### src/rtl/inst_queue_pkg.sv
// inst_queue_pkg: shared CPU front-end types and the instruction queue depth.
//   uint32_t            - 32-bit unsigned word
//   virt_t              - 32-bit virtual address
//   address_exception_t - fetch address exception flags {illegal, miss}
//   pipe_if_t           - fetch packet {vaddr, inst, valid, iaddr_ex}
//   INST_QUEUE_DEPTH    - depth used by the parent when instantiating inst_queue
package inst_queue_pkg;

    typedef logic [31:0] uint32_t;
    typedef logic [31:0] virt_t;

    typedef struct packed {
        logic illegal;
        logic miss;
    } address_exception_t;

    typedef struct packed {
        virt_t              vaddr;
        uint32_t            inst;
        logic               valid;
        address_exception_t iaddr_ex;
    } pipe_if_t;

    localparam int unsigned INST_QUEUE_DEPTH = 4;

endpackage

### src/rtl/inst_queue.sv
// inst_queue: in-order buffer between instruction fetch and decode.
// Holds up to DEPTH fetch packets; the oldest one is presented to decode
// through a valid/ready handshake. flush (or rst) empties it in one cycle.
//
// Ports:
//   clk, rst    - clock, synchronous active-high reset
//   flush       - drop all contents (exception or branch redirect)
//   push_valid  - fetch packet valid
//   push_data   - fetch packet
//   push_ready  - queue can accept (depends on registered state only)
//   pop_valid   - head entry valid for decode
//   pop_data    - head entry, '0 when nothing is presented
//   pop_ready   - decode consumes the head this cycle
//   count       - occupancy
//   full, empty - count == DEPTH, count == 0
//
// Configuration macro INST_QUEUE_BYPASS_EN: when defined, a packet pushed into
// an empty queue is presented on pop_* in the same cycle, and if decode takes
// it that cycle it is never written to storage.
module inst_queue
    import inst_queue_pkg::*;
#(
    parameter int unsigned DEPTH = INST_QUEUE_DEPTH
) (
    input  logic                   clk,
    input  logic                   rst,
    input  logic                   flush,
    input  logic                   push_valid,
    input  pipe_if_t               push_data,
    output logic                   push_ready,
    output logic                   pop_valid,
    output pipe_if_t               pop_data,
    input  logic                   pop_ready,
    output logic [$clog2(DEPTH):0] count,
    output logic                   full,
    output logic                   empty
);

    localparam int unsigned PW = $clog2(DEPTH);
    localparam int unsigned CW = PW + 1;

    pipe_if_t        mem [DEPTH];
    logic [PW-1:0]   head;
    logic [PW-1:0]   tail;
    logic [CW-1:0]   cnt;

    logic            do_push;
    logic            do_pop;
    logic            bypass;

    assign full       = (cnt == CW'(DEPTH));
    assign empty      = (cnt == '0);
    assign push_ready = ~full;
    assign count      = cnt;

`ifdef INST_QUEUE_BYPASS_EN
    assign bypass = empty & push_valid & ~flush & ~rst;
`else
    assign bypass = 1'b0;
`endif

    always_comb begin
        pop_valid = ~empty | bypass;
        pop_data  = '0;
        if (!empty) begin
            pop_data = mem[head];
        end else if (bypass) begin
            pop_data = push_data;
        end
    end

    // A bypassed packet consumed in the same cycle never touches storage.
    // Popping is gated on stored entries only, so an empty queue never
    // moves head regardless of pop_ready.
    always_comb begin
        do_pop  = ~empty & pop_ready;
        do_push = push_valid & push_ready & ~(bypass & pop_ready);
    end

    always_ff @(posedge clk) begin
        if (rst || flush) begin
            head <= '0;
            tail <= '0;
            cnt  <= '0;
        end else begin
            if (do_push) begin
                mem[tail] <= push_data;
                tail      <= tail + PW'(1);
            end
            if (do_pop) begin
                head <= head + PW'(1);
            end
            case ({do_push, do_pop})
                2'b10:   cnt <= cnt + CW'(1);
                2'b01:   cnt <= cnt - CW'(1);
                default: cnt <= cnt;
            endcase
        end
    end

endmodule

### config.mk
export PLATFORM = sky130hd
export DESIGN_NAME = inst_queue
export DESIGN_NICKNAME = d
export VERILOG_FILES = /design/src/rtl/inst_queue_pkg.sv /design/src/rtl/inst_queue.sv
export SDC_FILE = /design/constraint.sdc
export NUM_CORES = 1
export LEC_CHECK = 0
export BUFFER_PORTS_ARGS = -buffer_cell sky130_fd_sc_hd__buf_2
export CAP_MARGIN = 20
export CORE_MARGIN = 2
export CORE_UTILIZATION = 59
export CTS_BUF_LIST = sky130_fd_sc_hd__clkbuf_2 sky130_fd_sc_hd__clkbuf_4 sky130_fd_sc_hd__clkbuf_8
export DETAILED_ROUTE_END_ITERATION = 8
export GPL_ROUTABILITY_DRIVEN = 0
export PLACE_DENSITY = 0.81
export SLEW_MARGIN = 0
export SYNTH_ARGS = -nofsm -noshare
export SYNTH_HDL_FRONTEND = slang
export SYNTH_SLANG_ARGS = --single-unit
### constraint.sdc
create_clock -name clk -period 3.7 [get_ports clk]
set_input_delay 0.185 -clock clk [delete_from_list [all_inputs] [get_ports clk]]
set_output_delay 0.185 -clock clk [all_outputs]
set_load 0.02 [all_outputs]
=== After elaboration in Yosys (flattened, before gate mapping) ===
Memory sizes are Yosys's and may differ from the RTL's. A register that Yosys moved wholly into a read port is not among the register bits.
Cells that the tools add are included.

* Equal/unequal tests: 3
* $add $sub $neg: 4
* Bitwise operators: 4
* Multiplexer cells: 7
* Reductions and logical operators: 3

{| class="wikitable"
|+ Operators by type and width
! kind !! number
|-
| $mux 67 || 1
|-
| $pmux 3 s2 || 1
|-
| $add 2x1->2 const B || 2
|-
| $mux 2 || 2
|-
| $add 3x1->3 const B || 1
|-
| $eq 3x3->1 const B || 1
|-
| $logic_not 3->1 || 1
|-
| $mux 1 || 3
|-
| $sub 3x1->3 const B || 1
|-
| $and 1x1->1 || 2
|-
| $eq 2x1->1 const B || 1
|-
| $eq 2x2->1 const B || 1
|-
| $not 1->1 || 2
|-
| $reduce_bool 2->1 || 1
|-
| $logic_or 1x1->1 || 1
|}

* Logic and storage cells: 25
* Memory bits (writable): 268
* Flip-flop bits (word level): 7
* Input bits: 72
* Output and inout port bits: 74
* Memories kept: 1

{| class="wikitable"
|+ Memories
! memory !! words !! bits a word !! rd ports !! clocked after Yosys merged registers in !! write ports !! line !! text
|-
| mem || 4 || 67 || 1 || 1 || 1 || inst_queue.sv:42 || <nowiki>pipe_if_t mem [DEPTH];</nowiki>
|}

=== Logic depth before layout (Yosys ltp) ===
* Word-level depth: 6
* Gate-level depth with buffers: 10
* Gate-level depth less buffers: 9

=== Worst setup path before layout ===
Ideal clock, no wire load.

* Path type: register to register
* Start: reg cnt[0], in the netlist count[0]
* End: mem mem[0][0] (netlist bit), enable pin
* Period minus slack after synthesis: 3258 ps
* Data arrival time: 2826 ps
* Stages on the path, launching flop included: 5
* Library setup time: 432 ps
* Path slack: 442 ps
* Required time: 3268 ps
* Path buffers: 1
* Cells stage by stage: dfxtp_1 > or3b_1 > clkbuf_1 > and2_1 > and3_1

* Cells in the longest elaborated chain, start to end: 6

{| class="wikitable"
|+ Ends and longest elaborated chain
! element !! line !! text
|-
| start, declared || inst_queue.sv:45 || <nowiki>logic [CW-1:0] cnt;</nowiki>
|-
| start signal, assigned || inst_queue.sv:94 || <nowiki>2'b10: cnt <= cnt + CW'(1);</nowiki>
|-
| start signal, assigned || inst_queue.sv:95 || <nowiki>2'b01: cnt <= cnt - CW'(1);</nowiki>
|-
| start signal, assigned || inst_queue.sv:96 || <nowiki>default: cnt <= cnt;</nowiki>
|-
| $eq 3x3->1 || inst_queue.sv:51 || <nowiki>assign full = (cnt == CW'(DEPTH));</nowiki>
|-
| $not 1->1 || inst_queue.sv:53 || <nowiki>assign push_ready = ~full;</nowiki>
|-
| named net push_ready || inst_queue.sv:30 || <nowiki>output logic push_ready,</nowiki>
|-
| $and 1x1->1 || inst_queue.sv:77 || <nowiki>do_push = push_valid & push_ready & ~(bypass & pop_ready);</nowiki>
|-
| $mux 1 || inst_queue.sv:86 || <nowiki>if (do_push) begin</nowiki>
|-
| $mux 1 || inst_queue.sv:81 || <nowiki>if (rst || flush) begin</nowiki>
|-
| $mux 1 (implied by the code) || inst_queue.sv:87 || <nowiki>mem[tail] <= push_data;</nowiki>
|-
| end, declared || inst_queue.sv:42 ||
|}

The timed path passes the listed nets, and every way through them passes these cells.

==> flow_summary_export.csv <==
group,metric,value,unit
status,outcome,"finished clean",
synth,syn_area_per_cell,22.1,sq um
route,drt_first_pass_iters,4,
timing,clock.fmax,0.377,GHz
setup_path,end_kind,"output port",
clock_tree,root_buffer,"clkbuf_8",
flow_run,max_cap_viol_count,0,
setup_path,worst_r2r_startpoint,"count[2]",
synth,synth_cells,482,
route,wire_per_inst,21.0,microns
timing,rsz0062_at_grt,"false",
floorplanning,die_area,19100,sq um
floorplanning,initial_core_util,0.596,
setup_path,cpLargestDelayFamily,"buffers and inverters",
synth,ys_seq_elements,277,
setup_path,critPathLaunchType,"flop",
route,drc,0,
clock_tree,clock_latency,540,ps
hold_path,hp-class,"in2reg",
setup_path,worstPathCellList,"buf_4 -> mux4_2 -> and2_1 -> buf_2",
floorplanning,die_w,138,microns
synth,ys_seq_area_frac,0.773,
floorplanning,core,17800,sq um
place,io_buffers,145,
setup_path,crit_arrival,2470,ps
power_and_ir_drop,ir_drop,0.317,mV
power_and_ir_drop,internal-power,0.00508,W
timing,finalHoldViolCount,0,
clock_tree,cts_buffer_depth,3,
timing,tightest_slew,1070,ps
finish,n_antenna_cell,0,
setup_path,worstReg2RegEnd,"count[2]",
timing,tns,0,ps
power_and_ir_drop,power_switching,0.00133,W
setup_path,r2r_slack,1140,ps
timing,fin_crit,2650,ps
synth,synth_top_area_cell,"edfxtp_1",
setup_path,worstRegToRegCells,9,
route,wl,20600,microns
clock_tree,cts-buffers-inserted,43,
power_and_ir_drop,p_per_area,489,nW/um^2
clock_tree,clk_pin_slew,60,ps
synth,synthFlopType,"edfxtp_1",
power_and_ir_drop,p_seq_frac,0.544,
hold_path,hold-path-endpoint,"count[2]",
synth,synth_warnings,0,
grt,grt_max_degree,71,
setup_path,cpMaxStageDelayCell,"dfxtp_4",
setup_path,crit_type,"reg2out",
setup_path,required,3510,ps
setup_path,cp.buffers_inverters,2,
timing,fin_crit_sh,0.716,
setup_path,crit_fanout,20,
synth,ys_top_cells_by_count,"268 x edfxtp_1, 69 x and2_1, 67 x mux4_2",
clock_tree,cts_tree,"built",
timing,drv_slew,0,
finish,fillers,1029,
setup_path,cp_slowest_stage_delay,590,ps
synth,synth_area_leaders,"edfxtp_1 76%, mux4_2 14%, and2_1 4.1%, dfxtp_1 1.7%, buf_12 0.75%",
route,vias,5437,
floorplanning,ios,146,
finish,fin_nets,800,
synth,synth_top_area_frac,0.756,
synth,synth_nets,560,
clock_tree,post-cts-setup-buffer-count,0,
hold_path,hold_depth,3,
timing,final-setup-viol-count,0,
grt,grt_first_pass_wirelength,32600,microns
synth,async_flop_share,0,
grt,first_global_vias,6036,
clock_tree,cts_resized,0,
power_and_ir_drop,p_sw_frac,0.208,
hold_path,min-delay-start,"flush",
finish,layout-drive-gt1-share,0.386,
synth,synth_edf_count,268,
power_and_ir_drop,p_leak,4.60,nW
timing,slew_headroom,0.285,
timing,finClkSkew,15.5,ps
floorplanning,die_y,138,microns
place,dp_hpwl,10700,microns
clock_tree,htreeDepth,2,
synth,synth_area,10600,sq um
power_and_ir_drop,comb_power_share,0.062,
route,drtAntennaViolNets,0,
timing,hold_slack,39.9,ps
synth,synth.distinct_cells,27,
route,first_iter_violations,382,
route,via_per_inst,5.53,
floorplanning,num_rows,49,
finish,syn2layout_area_growth,23.3,%
grt,antenna_found_initial,0,
grt,track_usage,0.220,
grt,grt_overflow,0,
power_and_ir_drop,pwr-share-clk,0.394,
clock_tree,clock_sinks,277,
synth,yosysMostFrequentCell,"edfxtp_1",
-- cell usage in the layout (no fill, tap or decap), types with 2 or more instances in the layout --
cell / instances
edfxtp_1: 268
dfxtp_4: 2
nor2_1: 4
clkinv_2: 2
buf_2: 145
or3_1: 2
clkbuf_4: 18
clkbuf_8: 44
ha_1: 5
dlygate4sd3_1: 72
and2_1: 69
mux4_2: 67
buf_4: 2
o21ai_0: 4
clkinv_1: 9
bufinv_16: 2
inv_1: 8
xor2_1: 2
nand2_1: 2
and3_4: 4
a21oi_1: 4
dfxtp_1: 7
-- through the flow --
stage	util	cells	total power, W	cell area [sq um]	worst slack, ps
3_5_place_dp	0.646	834	0.00388	11500	1200
6_report	0.735	983	0.00641	13100	1050
3_3_place_gp	0.646	834	0.00387	11500	1390
5_1_grt	0.735	983	0.00662	13100	868
4_1_cts	0.735	983	0.00645	13100	954
2_1_floorplan	-	482	0.00374	10600	442
-- logic make-up after synthesis --
| logic type | synth area share |
|---|---|
| flip-flops | 0.773 |
| AND/OR/NAND/NOR | 0.0501 |
| adder cells (fa/ha/maj) | 0.00776 |
| AO/OA/AOI/OAI | 0.00518 |
| buffers and inverters | 0.0201 |
| XOR/XNOR | 0.00165 |
| multiplexers | 0.142 |
-- worst reg2reg max path: cells and delay by family, from the launching register on --
kind | cells | cell delay, ps
simple gates | 3 | 1030
buf+inv | 2 | 170
flops | 1 | 380
compound gates | 1 | 150
xor+xnor | 1 | 170
fa+ha+maj | 2 | 580
-- flip-flops by register name, indices dropped and copies added (netlist names), named ones only --
register,flops
count,3
head,2
mem,268
tail,2
-- power groups by stage --
stage | logic [W] | clock network, W | registers [W]
global placement | 0.000319 | 0 | 0.00355
detailed placement | 0.000331 | 0 | 0.00355
floorplan | 0.000190 | 0 | 0.00355
CTS | 0.000393 | 0.00257 | 0.00349
global route | 0.000427 | 0.00270 | 0.00349
finish | 0.000396 | 0.00253 | 0.00349
-- final cells by class --
class | count | area, sq um | share of cell area
flip-flops and latches | 277 | 8240 | 0.628
multi-input cells | 172 | 2220 | 0.169
inverters | 8 | 30.0 | 0.00229
well taps | 229 | 287 | 0.0219
clock buffers | 62 | 741 | 0.0565
clock inverters | 15 | 120 | 0.00916
repair buffers | 220 | 1480 | 0.113
-- routing by layer --
metal / global-route usage / part of all wire
met1: 0.282 / 0.40
met3: 0.0558 / 0.064
met2: 0.380 / 0.52
met4: 0.0618 / 0.015
met5: 0 / 0
-- timing repair --
action                     4_1_cts  5_1_grt
hold endpoints to repair       275        0
setup endpoints to repair        0        0
hold buffers                    72        0
-- worst max path at each step --
| stage | from | endpoint | slack [ps] | depth (start not counted) |
|---|---|---|---|---|
| floorplan | count[0] | mem[0][0] | 440 | 4 |
| global placement | count[2] | count[2] | 1390 | 9 |
| detailed placement | count[2] | count[2] | 1200 | 9 |
| CTS | flop | pop_data[43] | 950 | 4 |
| global route | flop | pop_data[35] | 870 | 4 |
| finish | flop | pop_data[35] | 1050 | 4 |
Power figures use the tool's default switching activity.
